**config.mk**
```make
export PLATFORM = sky130hd
export DESIGN_NAME = instr_fetch_unit
export DESIGN_NICKNAME = d
export VERILOG_FILES = /design/src/rtl/instr_fetch_unit.sv
export SDC_FILE = /design/constraint.sdc
export NUM_CORES = 1
export LEC_CHECK = 0
export ABC_AREA = 1
export CAP_MARGIN = 20
export CORE_ASPECT_RATIO = 1.1
export CORE_MARGIN = 5
export CORE_UTILIZATION = 58
export CTS_CLUSTER_DIAMETER = 200
export DETAILED_ROUTE_END_ITERATION = 12
export HOLD_SLACK_MARGIN = 0.03
export PLACE_DENSITY = 0.95
export REMOVE_ABC_BUFFERS = 1
export SYNTH_ARGS = -nofsm -noshare
export SYNTH_HDL_FRONTEND = slang
export SYNTH_SLANG_ARGS = --single-unit
export TNS_END_PERCENT = 10
```
**constraint.sdc**
```tcl
create_clock -name clk -period 8.2 [get_ports clk]
set_input_delay 1.64 -clock clk [delete_from_list [all_inputs] [get_ports clk]]
set_output_delay 1.64 -clock clk [all_outputs]
set_load 0.01 [all_outputs]
```
**src/rtl/instr_fetch_unit.sv**
```systemverilog
// Instruction fetch unit: credit-limited request stream to instruction memory,
// in-order response buffer, and redirect handling that drains stale responses.
module instr_fetch_unit #(
  parameter logic [31:0] RESET_PC   = 32'h0000_0000,
  parameter int          FIFO_DEPTH = 2
) (
  input  logic        clk,
  input  logic        rst,
  output logic        mem_req_valid,
  output logic [31:0] mem_req_addr,
  input  logic        mem_req_ready,
  input  logic        mem_rsp_valid,
  input  logic [31:0] mem_rsp_data,
  input  logic        redirect_valid,
  input  logic [31:0] redirect_pc,
  output logic        instr_valid,
  output logic [31:0] instr_data,
  output logic [31:0] instr_pc,
  input  logic        instr_ready
);

  localparam int          PTR_W      = $clog2(FIFO_DEPTH);
  localparam int          CNT_W      = PTR_W + 1;
  localparam logic [31:0] RESET_PC_A = RESET_PC & ~32'h3;

  typedef enum logic [1:0] {BOOT, RUN, DRAIN} state_e;

  state_e             state_q, state_d;
  logic [31:0]        fetch_pc_q, fetch_pc_d;
  logic [31:0]        rsp_pc_q, rsp_pc_d;
  logic [CNT_W-1:0]   outstanding_q, outstanding_d;
  logic [CNT_W-1:0]   drop_cnt_q, drop_cnt_d;
  logic [CNT_W-1:0]   count_q, count_d;
  logic [PTR_W-1:0]   head_q, head_d;
  logic [PTR_W-1:0]   tail_q, tail_d;
  logic [31:0]        buf_data_q [FIFO_DEPTH];
  logic [31:0]        buf_pc_q   [FIFO_DEPTH];

  logic credit_ok, req_fire, rsp_live, push, pop;

  // Credit rule: every request in flight already owns a buffer slot.
  assign credit_ok     = ({1'b0, outstanding_q} + {1'b0, count_q}) < (CNT_W+1)'(FIFO_DEPTH);
  assign mem_req_valid = (state_q == RUN) && credit_ok && !redirect_valid;
  assign mem_req_addr  = fetch_pc_q;
  assign req_fire      = mem_req_valid && mem_req_ready;
  assign rsp_live      = mem_rsp_valid && (outstanding_q != '0);
  assign push          = rsp_live && (state_q == RUN) && !redirect_valid;

  assign instr_valid   = (count_q != '0);
  assign pop           = instr_valid && instr_ready;
  assign instr_data    = instr_valid ? buf_data_q[head_q] : '0;
  assign instr_pc      = instr_valid ? buf_pc_q[head_q]   : '0;

  always_comb begin
    // NOTE: every signal gets its hold value first so no path leaves it unassigned (no latches).
    state_d       = state_q;
    fetch_pc_d    = fetch_pc_q;
    rsp_pc_d      = rsp_pc_q;
    outstanding_d = outstanding_q;
    drop_cnt_d    = drop_cnt_q;
    count_d       = count_q;
    head_d        = head_q;
    tail_d        = tail_q;

    case (state_q)
      BOOT: state_d = RUN;
      RUN, DRAIN: begin
        if (redirect_valid) begin
          // Requests still in flight belong to the old path; a response
          // landing this cycle is already accounted for and discarded.
          fetch_pc_d    = redirect_pc & ~32'h3;
          rsp_pc_d      = redirect_pc & ~32'h3;
          count_d       = '0;
          head_d        = '0;
          tail_d        = '0;
          outstanding_d = outstanding_q - CNT_W'(rsp_live);
          drop_cnt_d    = outstanding_q - CNT_W'(rsp_live);
          state_d       = (outstanding_d != '0) ? DRAIN : RUN;
        end else begin
          if (state_q == RUN) begin
            if (req_fire) fetch_pc_d = fetch_pc_q + 32'd4;
            if (push) begin
              tail_d   = tail_q + PTR_W'(1);
              rsp_pc_d = rsp_pc_q + 32'd4;
            end
            outstanding_d = outstanding_q + CNT_W'(req_fire) - CNT_W'(rsp_live);
          end else begin
            if (rsp_live) begin
              outstanding_d = outstanding_q - CNT_W'(1);
              drop_cnt_d    = drop_cnt_q - CNT_W'(1);
            end
            if (drop_cnt_d == '0) state_d = RUN;
          end
          if (pop) head_d = head_q + PTR_W'(1);
          count_d = count_q + CNT_W'(push) - CNT_W'(pop);
        end
      end
      default: state_d = BOOT;
    endcase
  end

  // NOTE: sequential state uses non-blocking assignments so all flops update from pre-edge values.
  always_ff @(posedge clk or negedge rst) begin
    if (!rst) begin
      state_q       <= BOOT;
      fetch_pc_q    <= RESET_PC_A;
      rsp_pc_q      <= RESET_PC_A;
      outstanding_q <= '0;
      drop_cnt_q    <= '0;
      count_q       <= '0;
      head_q        <= '0;
      tail_q        <= '0;
    end else begin
      state_q       <= state_d;
      fetch_pc_q    <= fetch_pc_d;
      rsp_pc_q      <= rsp_pc_d;
      outstanding_q <= outstanding_d;
      drop_cnt_q    <= drop_cnt_d;
      count_q       <= count_d;
      head_q        <= head_d;
      tail_q        <= tail_d;
    end
  end

  // NOTE: buffer storage has no reset; count_q gates every read, so stale words are never visible.
  always_ff @(posedge clk) begin
    if (push) begin
      buf_data_q[tail_q] <= mem_rsp_data;
      buf_pc_q[tail_q]   <= rsp_pc_q;
    end
  end

endmodule

```
==> summary by stage, run 1 <==
Timing
The actual transition at the worst max-transition pin is 0.919 ns. The top achievable clock speed is 210 MHz. The worst path in the final design needs a cycle of 4.75 ns, including I/O delays and setup. The worst setup slack after layout is 3.45 ns. Headroom to the max-slew limit came out at 38.8%. The portion of the clock cycle consumed by the worst path in the final layout is 58.0%. The count of final hold-check violations came to 0. The number of pins exceeding their max-slew limit in the final report is 0. Setup repair after global routing left no endpoint under its margin. Setup violations remaining at the end of the flow were counted as 0. Setup total negative slack on the finished layout was measured at 0 ns.

For the final database, setup skew stands at 0.00781 ns.

Synth
The post-synthesis area per instance is 8.62 µm². By count the netlist is led by 359 x sky130_fd_sc_hd__nand2_1, 152 x sky130_fd_sc_hd__nor2_1, 124 x sky130_fd_sc_hd__edfxtp_1. Yosys attributes the largest share of cell area to sky130_fd_sc_hd__edfxtp_1 38%, sky130_fd_sc_hd__dfrtp_1 18%, sky130_fd_sc_hd__nand2_1 14%, sky130_fd_sc_hd__nor2_1 5.8%, sky130_fd_sc_hd__a21oi_1 5.6%. The top cell type by area accounts for 38.1% of the synthesized area. The top cell type by total area after synthesis is sky130_fd_sc_hd__edfxtp_1.

The number of enable-type register cells in the synthesized netlist is 124. The cell area after synthesis is 9780 µm². Among all cell types in the netlist, the one instantiated most often is sky130_fd_sc_hd__nand2_1. The number of distinct library cells after synthesis is 41.

The dominant synthesized flop cell is sky130_fd_sc_hd__edfxtp_1. The fraction of synthesis flops using an asynchronous set or reset pin is 36.1%. After synthesis the netlist holds a flip-flop and latch count of 194. The number of instances in the synthesized netlist is 1,135. The share of the Yosys chip area taken by registers is 56.0%. The number of warnings reported in the yosys synthesis log is 0.

Setup path
The endpoint identified for the worst register-to-register timing path is rsp_pc_q[13]. Setup slack on the worst reg-to-reg path comes out at 5.34 ns. The arrival time at the worst endpoint is 3.11 ns.

The start point of the critical path is redirect_valid. Counting cells, the worst reg-to-reg path comes to 9. The worst setup path endpoint is mem_req_valid. The critical path is of the primary input to output port type. Data on the critical path is required at its endpoint by 6.56 ns. Of all nets on the critical path, the largest fanout is 57. The worst setup path is captured at an output port. The worst setup path is launched from a primary input. The startpoint identified for the worst register-to-register timing path is state_q[0].

Detailed routing
The first routing iteration left 804 violations. The count of antenna-violating nets left after detailed routing is 0. The average via count per standard cell is 5.60. The detail-routed net length per standard cell is 16.3 µm. The number of vias after detailed routing is 8,385. The routed design has 24.3 mm of wire. The post-route DRC violation count is 0. The iteration count of the initial detailed-routing pass is 7.

GRT
The global-route wire length before repair is 39.5 mm. Global routing consumed, over all layers together, 24.8% of the routing resources. The leftover overflow at the end of global routing is 0.

The number of global-route vias before repair was 8,186. Entering global routing, the biggest net connects 71 pins. The initial antenna violation count is 0.

Clocking
The clock reaches the later pin of the worst-skew pair after 0.43 ns. Hold repair after CTS inserted 0 buffers. The clock root buffer is sky130_fd_sc_hd__clkbuf_16. The clock slew at the register clock pins of the worst setup and hold paths is 0.07 ns. The number of instances resized during post-cts repair is 0.

Post-CTS timing repair inserted 0 buffers for setup. The longest clock path from root to sink contains 2 buffers. The number of H-tree levels is 4. TritonCTS built the clock tree.

The number of buffers inserted during clock tree synthesis is 17. The clock drives 194 sinks.

Floorplanning
The number of standard-cell rows in the floorplan is 49. Once the floorplan was initialized, standard cells occupied 59.3% of the core. The height of the die is 146 µm. The die covers 19,600 µm².

The floorplan step set the die width to 134 µm. The core region is 16,500 µm². The number of top-level pins is 168.

Status
The run finished with clean final reports.

Placement
The wire-length estimate of the detail-placed layout is 16.0 mm. Port buffering added 161 buffers. The congestion estimate from routability-driven global placement came to 0.944. The placement-stage cell area is 11,500 µm².

The worst slack at placement is 3.44 ns.

Power and ir drop
The worst ir drop on vdd is 0.186 mV. The completed layout was analyzed and its total power is 4250 µW. The static leakage is 0.00495 µW. The power density normalized to cell area is 351 nW/µm².

Layout
The finished layout cell area is 12,100 µm². After filler insertion, the fill cell instance count of the layout stands at 1,134. The share of cells above drive strength 1 is 5.65%. The antenna diode instance count is 0.

For this run, the post-layout net count is 1,362. Relative to the synthesized area, the layout overhead comes to 23.6%.

Run
The max-cap check violation count is 0.

Min path
The type of the worst min-delay path is register to register.
## through the flow
| step | util, % | hold WS (ns) | instances |
|---|---|---|---|
| 6_report | 73.3 | 0.525 | 1497 |
| 5_1_grt | 73.3 | 0.547 | 1497 |
| 4_1_cts | 73.0 | 0.528 | 1495 |
| 3_5_place_dp | 69.6 | 0.515 | 1463 |
| 3_3_place_gp | 69.6 | 0.485 | 1463 |
| 2_1_floorplan | - | 0.467 | 1092 |
## cell usage in the layout, fill, tap and decap left out, types with 3 or more instances in the layout
master / count
sky130_fd_sc_hd__and2_1: 3
sky130_fd_sc_hd__edfxtp_1: 124
sky130_fd_sc_hd__clkbuf_1: 3
sky130_fd_sc_hd__o21a_1: 4
sky130_fd_sc_hd__inv_1: 82
sky130_fd_sc_hd__inv_2: 3
sky130_fd_sc_hd__nor2_2: 8
sky130_fd_sc_hd__nand2_1: 359
sky130_fd_sc_hd__buf_4: 6
sky130_fd_sc_hd__xnor2_1: 4
sky130_fd_sc_hd__dfrtp_1: 69
sky130_fd_sc_hd__clkbuf_16: 17
sky130_fd_sc_hd__nor3_1: 3
sky130_fd_sc_hd__ha_1: 11
sky130_fd_sc_hd__xor2_1: 9
sky130_fd_sc_hd__or2_2: 3
sky130_fd_sc_hd__nand2_2: 3
sky130_fd_sc_hd__nor2_1: 149
sky130_fd_sc_hd__a31oi_1: 14
sky130_fd_sc_hd__clkdlybuf4s50_1: 159
sky130_fd_sc_hd__o21ai_0: 30
sky130_fd_sc_hd__nand3_1: 58
sky130_fd_sc_hd__a21oi_1: 110
sky130_fd_sc_hd__o21ai_1: 4
sky130_fd_sc_hd__nand2_4: 4
sky130_fd_sc_hd__o21bai_1: 3
sky130_fd_sc_hd__conb_1: 4
sky130_fd_sc_hd__nor2_4: 13
sky130_fd_sc_hd__clkinv_1: 3
## where the power goes
part           internal, µW  leakage [µW]  switching (µW)
Clock                   463      0.000273             340
Sequential             1310       0.00193             304
Combinational           770       0.00275            1060
Total                  2540       0.00495            1700
## flip-flops by register name, summed over array words and instances, names as in the netlist
register       cells
head_q             1
tail_q             1
outstanding_q      2
rsp_pc_q          30
buf_data_q        64
mem_req_addr      30
drop_cnt_q         2
count_q            2
buf_pc_q          60
state_q            2
## metal layers
| layer | global-route usage [%] | vias up | routed length [µm] |
|---|---|---|---|
| met4 | 9.26 | 0 | 654 |
| met5 | 0 | - | 0 |
| met2 | 41.5 | 431 | 12000 |
| met1 | 32.4 | 3887 | 9810 |
| li1 | - | 4002 | - |
| met3 | 4.51 | 65 | 1910 |
## cell type report
class | instances | area [µm²] | area share (%)
multi-input cells | 812 | 3770 | 31.2
clock buffers | 22 | 464 | 3.84
inverters | 86 | 325 | 2.69
well taps | 204 | 255 | 2.11
clock inverters | 10 | 109 | 0.901
flip-flops and latches | 194 | 5480 | 45.3
repair buffers | 169 | 1690 | 14.0
## cells by family after synthesis
family	synth area share, %
and+or+nand+nor	25.9
adders and majority gates	1.61
xor gates and xnor gates	1.16
DFF	56.0
other	0.0383
buffers and inverters	5.85
AOI/OAI and AO/OA	9.48
## worst max-delay path, stage by stage
cell                              delay [ns]
sky130_fd_sc_hd__buf_2                  0.09
sky130_fd_sc_hd__buf_4                  0.29
sky130_fd_sc_hd__nor2_4                 0.26
sky130_fd_sc_hd__inv_1                  0.09
sky130_fd_sc_hd__nor3_1                 0.15
sky130_fd_sc_hd__clkdlybuf4s50_1        0.57
## worst min path at each step
stage	start	endpoint	depth (start not counted)	slack, ns
2_1_floorplan	state_q[1]	state_q[1]	2	0.47
3_3_place_gp	state_q[1]	state_q[1]	2	0.49
3_5_place_dp	state_q[1]	state_q[1]	2	0.51
4_1_cts	state_q[1]	state_q[1]	2	0.53
5_1_grt	state_q[1]	state_q[1]	2	0.55
6_report	state_q[1]	state_q[1]	2	0.53
No activity file was read; power rests on OpenSTA's default activity.
==> inputs of run 2 (changes only) <==
- CORE_UTILIZATION: 58 -> 48
- PLACE_DENSITY: 0.95 -> 0.85
- clock period: 8.2 -> 3.95 ns (I/O delays scaled with it)
==> summary by stage, run 2 (same netlist as run 1, synthesis figures left out) <==
Status
The run finished with clean final reports.

Setup path
The setup slack of the worst register-to-register path is 1.43 ns (-3.91 ns). The maximum fanout encountered on the critical timing path is 33 (-42%). The standard cell with the maximum stage delay on the critical path is sky130_fd_sc_hd__clkdlybuf4s50_1. The worst-case reg-to-reg path depth is 11 (+2). The arrival time at the worst endpoint is 2.48 ns (-0.63 ns). The startpoint identified for the worst register-to-register timing path is count_q[0]. The worst reg2reg path endpoint is mem_req_addr[16].

The biggest cell delay along the critical path is 0.58 ns (about the same). The critical path goes through inv_2, buf_4, nand2_1, a21oi_1, clkdlybuf4s50_1. STA classifies the critical path endpoint as an output port.

The data required time of the critical path is 3.16 ns (-3.40 ns). The element type at the critical path start is a register. The buffering stage count on the worst path with inverters included is 3 (-1).

Grouping stages by cell kind, the critical path spends the most delay in buffers and inverters. The worst setup path is of the register to output port kind.

Floorplanning
The die footprint is 23,300 µm² (+19%). The die width is 146 µm (+9.2%). The number of top-level pins is 168 (unchanged). The area inside the core boundary is 19,900 µm² (+21%). The height of the die is 160 µm (+9.2%). The starting density of the core is 49.1% (-10 points). The number of standard-cell rows in the floorplan was 54 (+10%).

Power and ir drop
The static leakage is 0.00497 µW (+0.47%). The power density normalized to cell area came to 723 nW/µm² (+110%). The worst ir drop on vdd came to 0.333 mV (+79%).

The total design power came to 8790 µW (+110%).

Timing
The worst slew slack as a fraction of its limit came to 44.6% (+5.8 points). The count of endpoints failing setup in the final report was 0 (unchanged). The top achievable clock speed is 305 MHz. The final critical path takes up 82.9% of the cycle. The clock tree skew after final layout is 0.00885 ns (+0.00104 ns). The number of pins exceeding their max-slew limit in the final report is 0 (unchanged).

The aggregate negative setup slack was 0 ns (unchanged). Setup repair after global routing left no endpoint under its margin. The count of final hold-check violations is 0 (unchanged). The actual transition at the worst max-transition pin came to 0.831 ns (-0.0877 ns). The worst setup slack after layout is 0.676 ns (-2.77 ns). The smallest clock period supported by the final layout is computed as 3.27 ns.

Layout
The post-layout net count came to 1,368 (+0.44%). The area occupied by multi-input gates is 3770 µm² (unchanged). The finished layout cell area was 12,200 µm² (+0.58%).

The antenna diode instance count is 0 (unchanged). The library cells used most frequently in the layout, excluding fill and tap cells, are 359 x sky130_fd_sc_hd__nand2_1, 159 x sky130_fd_sc_hd__clkdlybuf4s50_1, 149 x sky130_fd_sc_hd__nor2_1. buf_data_q holds more flip-flops than any other register. The share of cells above drive strength 1 is 6.47% (+0.82 points).

In the final layout, the registers with the most flip-flops are buf_data_q (64), buf_pc_q (60). From synthesis to final layout, the design area changed by 24.3%. The flip-flop count of the largest register after layout is 64 (unchanged). The most common cell after layout, fill and taps aside is sky130_fd_sc_hd__nand2_1.

The total area of sequential cells is 5480 µm² (unchanged). The final non-filler cell total came to 1,551 (+3.6%). The filler cell count in the final layout came to 1,626 (+43%).

Detailed routing
The average via count per standard cell was 5.36 (-4.4%). The iteration count of the initial detailed-routing pass came to 5 (-2). The total wirelength of the detailed-routed design is 24.3 mm (-0.25%). The iteration-0 DRC count of the detailed router is 681 (-15%). The post-route DRC violation count is 0 (unchanged). The detail-routed net length per standard cell is 15.7 µm (-3.7%).

The count of antenna-violating nets left after detailed routing is 0 (unchanged). The number of vias after detailed routing was 8,309 (-0.91%).

Clocking
The total number of clock tree sinks came to 194 (unchanged). The number of H-tree levels is 4 (unchanged). The largest buffer count on any clock path came to 2 (unchanged). The number of instances resized during post-cts repair is 0 (unchanged). The CTS tree is built.

The number of buffers inserted during clock tree synthesis is 17 (unchanged). The number of hold buffers added after cts is 0 (unchanged). The tree is rooted in a sky130_fd_sc_hd__clkbuf_16. The clock insertion delay at the later pin of the skew report is 0.43 ns (about the same). The post-CTS setup buffer count is 0 (unchanged).

The clock slew at the register clock pins of the worst setup and hold paths came to 0.07 ns (about the same).

Placement
The worst slack at placement is 0.853 ns (-2.58 ns). The cell count after placement is 1,519 (+3.8%). The number of input and output port buffers inserted came to 161 (unchanged). The placement-stage cell area is 11,600 µm² (+1.0%). The detailed placer's ending HPWL was 16.7 mm (+4.3%).

The final estimated routing congestion in global placement is 0.879 (-6.9%).

GRT
The number of global-route vias before repair is 8,011 (-2.1%). The initial antenna violation count is 0 (unchanged). The leftover overflow at the end of global routing came to 0 (unchanged). The global-route wire length before repair is 40.1 mm (+1.6%). The overall routing resource usage is 21.0% (-3.8 points). The pin count of the biggest net entering global routing came to 63 (-11%).

Run
The max-cap check violation count is 0 (unchanged).

Min path
The path class of the tightest hold or removal check is primary input to async pin.
run 2: cell count changes in the layout (fill, tap and decap cells not counted):
| cell | delta |
|---|---|
| sky130_fd_sc_hd__inv_8 | +5 |
| sky130_fd_sc_hd__clkinv_4 | +1 |
| sky130_fd_sc_hd__inv_6 | +5 |
| sky130_fd_sc_hd__clkinv_2 | -1 |
| sky130_fd_sc_hd__clkinv_1 | -2 |
| sky130_fd_sc_hd__buf_12 | -2 |
| sky130_fd_sc_hd__clkinvlp_4 | -1 |
| sky130_fd_sc_hd__clkbuf_1 | -3 |
| sky130_fd_sc_hd__buf_4 | +8 |
| sky130_fd_sc_hd__bufinv_16 | -2 |
| sky130_fd_sc_hd__clkbuf_8 | -2 |
run 2: through the flow:
| stage | hold slack, ns | utilization, % |
|---|---|---|
| after floorplan | 0.467 | - |
| after global placement | 0.486 | 58.2 |
| after detailed placement | 0.501 | 58.2 |
| after CTS | 0.468 | 61.0 |
| after global routing | 0.524 | 61.0 |
| final | 0.461 | 61.0 |
run 2: how the worst max path moves through the flow:
stage	cells past startpoint	slack (ns)	end	startpoint
after detailed placement	10	0.85	rsp_pc_q[13]	redirect_valid
final	5	0.68	instr_data[1]	head_q
after CTS	5	0.65	instr_pc[28]	head_q
after global placement	10	0.89	rsp_pc_q[14]	redirect_valid
after global routing	5	0.51	instr_pc[20]	head_q
after floorplan	4	-0.20	buf_data_q[0][0]	mem_rsp_valid
run 2: layout make-up:
| type | count | share of cell area [%] |
|---|---|---|
| flip-flops and latches | 194 | 45.1 |
| clock buffers | 17 | 3.50 |
| inverters | 86 | 2.68 |
| repair buffers | 175 | 14.0 |
| clock inverters | 15 | 1.13 |
| well taps | 252 | 2.59 |
| multi-input cells | 812 | 31.0 |
run 2: report_power, final:
group	switching [µW]	internal [µW]
logic	2220	1600
registers	596	2720
clock network	820	839
run 2: worst register-to-register path, cell delays in order, from the launching register on:
cell                      delay, ns
sky130_fd_sc_hd__dfrtp_1       0.44
sky130_fd_sc_hd__nand2_1       0.09
sky130_fd_sc_hd__inv_1         0.05
sky130_fd_sc_hd__fa_1          0.45
sky130_fd_sc_hd__nor2_1        0.15
sky130_fd_sc_hd__nand3_2       0.12
sky130_fd_sc_hd__nand2_2       0.10
sky130_fd_sc_hd__nand2_4       0.19
sky130_fd_sc_hd__inv_4         0.37
sky130_fd_sc_hd__o21ai_0       0.20
sky130_fd_sc_hd__o21ai_0       0.18
sky130_fd_sc_hd__inv_1         0.06
run 2: metal layers:
layer	up-vias	GRT usage, %	wire, µm
met5	-	0	0
met4	0	8.38	648
met3	50	3.00	1700
met2	362	35.7	11900
met1	3881	27.4	10100
li1	4016	-	-
==> inputs of run 3 (changes only) <==
- CORE_UTILIZATION: 48 -> 54
- PLACE_DENSITY: 0.85 -> 0.9
- clock period: 3.95 -> 3.4 ns (I/O delays scaled with it)
==> summary by stage, run 3 (same netlist as run 1, synthesis figures left out) <==
Status
The run finished with clean final reports.

Clocking
The number of instances resized during post-cts repair is 0 (unchanged). The number of H-tree levels came to 4 (unchanged). The number of buffers inserted during clock tree synthesis is 17 (unchanged). The largest buffer count on any clock path came to 2 (unchanged). The number of hold buffers added after cts came to 0 (unchanged). The clock slew at the register clock pins of the worst setup and hold paths was 0.07 ns (about the same). The CTS tree is built. In this run the clock root is driven by a sky130_fd_sc_hd__clkbuf_16. The post-CTS setup buffer count was 0 (unchanged). The total number of clock tree sinks is 194 (unchanged).

The clock insertion delay at the later pin of the skew report is 0.43 ns (about the same).

GRT
The initial antenna violation count is 0 (unchanged). The global-route wire length before repair came to 38.7 mm (-3.5%). The number of global-route vias before repair came to 7,953 (-0.72%).

The leftover overflow at the end of global routing is 0 (unchanged). The overall routing resource usage is 22.9% (+1.9 points). The pin count of the biggest net entering global routing was 71 (+13%).

Floorplanning
The height of the die is 151 µm (-5.4%). The number of standard-cell rows in the floorplan came to 51 (-5.6%). The die footprint is 20,900 µm² (-10%).

The die width is 138 µm (-5.3%). The number of top-level pins is 168 (unchanged). The area inside the core boundary is 17,700 µm² (-11%). The starting density of the core is 55.1% (+6.1 points).

Setup path
The buffering stage count on the worst path with inverters included is 2 (-1). The start point of the critical path is count_q[0]. The critical path endpoint category is an output port. The arrival time at the worst endpoint is 2.22 ns (-0.26 ns).

The class of the most critical setup path is register to output port. The signal on the critical path passes through nand2_1, inv_1, fa_1, nor3_1, clkdlybuf4s50_1. In this run the critical register-to-register path is launched from state_q[0]. The family of cells with the greatest summed delay on the critical path is buffers and inverters. The data required time of the critical path is 2.72 ns (-0.44 ns). The biggest cell delay along the critical path is 0.56 ns (-0.02 ns). The maximum fanout encountered on the critical timing path is 4 (-88%). On the critical path, the stage with the largest delay is an instance of sky130_fd_sc_hd__clkdlybuf4s50_1. STA classifies the critical path startpoint as a register.

Detailed routing
The post-route DRC violation count is 0 (unchanged). The average via count per standard cell is 5.41 (+0.92%). The detail-routed net length per standard cell is 15.8 µm (+0.62%). The count of antenna-violating nets left after detailed routing is 0 (unchanged).

The iteration count of the initial detailed-routing pass is 6 (+1). The total wirelength of the detailed-routed design is 24.2 mm (-0.29%). The number of vias after detailed routing came to 8,310 (+0.012%). The iteration-0 DRC count of the detailed router is 676 (-0.73%).

Layout
The post-layout net count is 1,368 (unchanged). The most common cell after layout, fill and taps aside is sky130_fd_sc_hd__nand2_1. The share of cells above drive strength 1 was 6.31% (-0.15 points). The final non-filler cell total is 1,537 (-0.90%).

The register name with the most flops is buf_data_q. The antenna diode instance count came to 0 (unchanged). Leaving out fill and tap cells, the most frequent cells in the layout are 359 x sky130_fd_sc_hd__nand2_1, 159 x sky130_fd_sc_hd__clkdlybuf4s50_1, 149 x sky130_fd_sc_hd__nor2_1. The area growth from synthesis to final layout was 24.3% (about the same). The flip-flop count of the largest register after layout came to 64 (unchanged).

The largest registers in the layout are buf_data_q (64), buf_pc_q (60).

Min path
The type of the worst min-delay path is primary input to async pin.

Timing
The aggregate negative setup slack is 0 ns (unchanged). The portion of the clock cycle consumed by the worst path in the final layout is 85.3%. Based on the critical path, the design can be clocked at up to 345 MHz. The number of pins exceeding their max-slew limit in the final report is 0 (unchanged). The worst slew slack as a fraction of its limit is 36.7% (-7.9 points). The post-layout minimum cycle time is 2.90 ns. The count of endpoints failing setup in the final report was 0 (unchanged). The actual transition at the worst max-transition pin is 0.949 ns (+0.118 ns). The worst setup slack after layout is 0.500 ns (-0.176 ns). The clock tree skew after final layout is 0.00650 ns (-0.00235 ns). The final-layout worst hold slack is 0.455 ns (-0.00605 ns). The count of final hold-check violations was 0 (unchanged). Setup repair after global routing left no endpoint under its margin.

Placement
The final estimated routing congestion in global placement was 0.896 (+1.9%). The number of input and output port buffers inserted is 161 (unchanged). The worst slack at placement is 0.769 ns (-0.0839 ns). The detailed placer's ending HPWL is 16.7 mm (+0.14%). The cell count after placement is 1,505 (-0.92%).

Power and ir drop
The total design power is 10,300 µW (+17%). The worst ir drop on vdd was 0.455 mV (+37%). The static leakage is 0.00498 µW (about the same). The power density normalized to cell area is 844 nW/µm² (+17%).

Run
The max-cap check violation count came to 0 (unchanged).
run 3: cell count changes in the layout (fill, tap and decap cells not counted), sizes merged:
cell      before  now
clkinvlp       1    2
clkbuf        17   19
bufinv         0    2
inv           96   90
clkinv         4    5
run 3: metal layers:
layer  share of wire, %  global-route usage, %
met5                  0                      0
met1                 40                   28.9
met2                 50                   40.3
met4                2.5                   8.79
met3                7.2                   3.44
run 3: report_power, final:
group / switching (µW) / internal [µW]
logic: 2570 / 1870
clock network: 880 / 1100
registers: 690 / 3160
run 3: final timing paths:
check                                   end  slack [ns]  cells past startpoint
max                           mem_req_valid        0.50                      5
min                        outstanding_q[1]        0.45                      2
max reg2reg                    rsp_pc_q[13]        0.86                     10
min reg2reg                      state_q[1]        0.52                      2
max in group asynchronous            head_q        2.28                      2
min in group clk                 state_q[1]        0.52                      2
run 3: area by class of cell:
type / count / area [µm²]
Clock inverter: 13 / 153
Tap cell: 238 / 298
Inverter: 86 / 325
Sequential cell: 194 / 5480
Fill cell: 1334 / 5580
Clock buffer: 19 / 433
Timing Repair Buffer: 175 / 1710
Multi-Input combinational cell: 812 / 3770
run 3: per-stage QoR:
| stage | cell area [µm²] | util, % |
|---|---|---|
| 2_1_floorplan | 9550 | - |
| 5_1_grt | 12200 | 68.5 |
| 6_report | 12200 | 68.5 |
| 3_3_place_gp | 11600 | 65.2 |
| 3_5_place_dp | 11600 | 65.2 |
| 4_1_cts | 12200 | 68.5 |
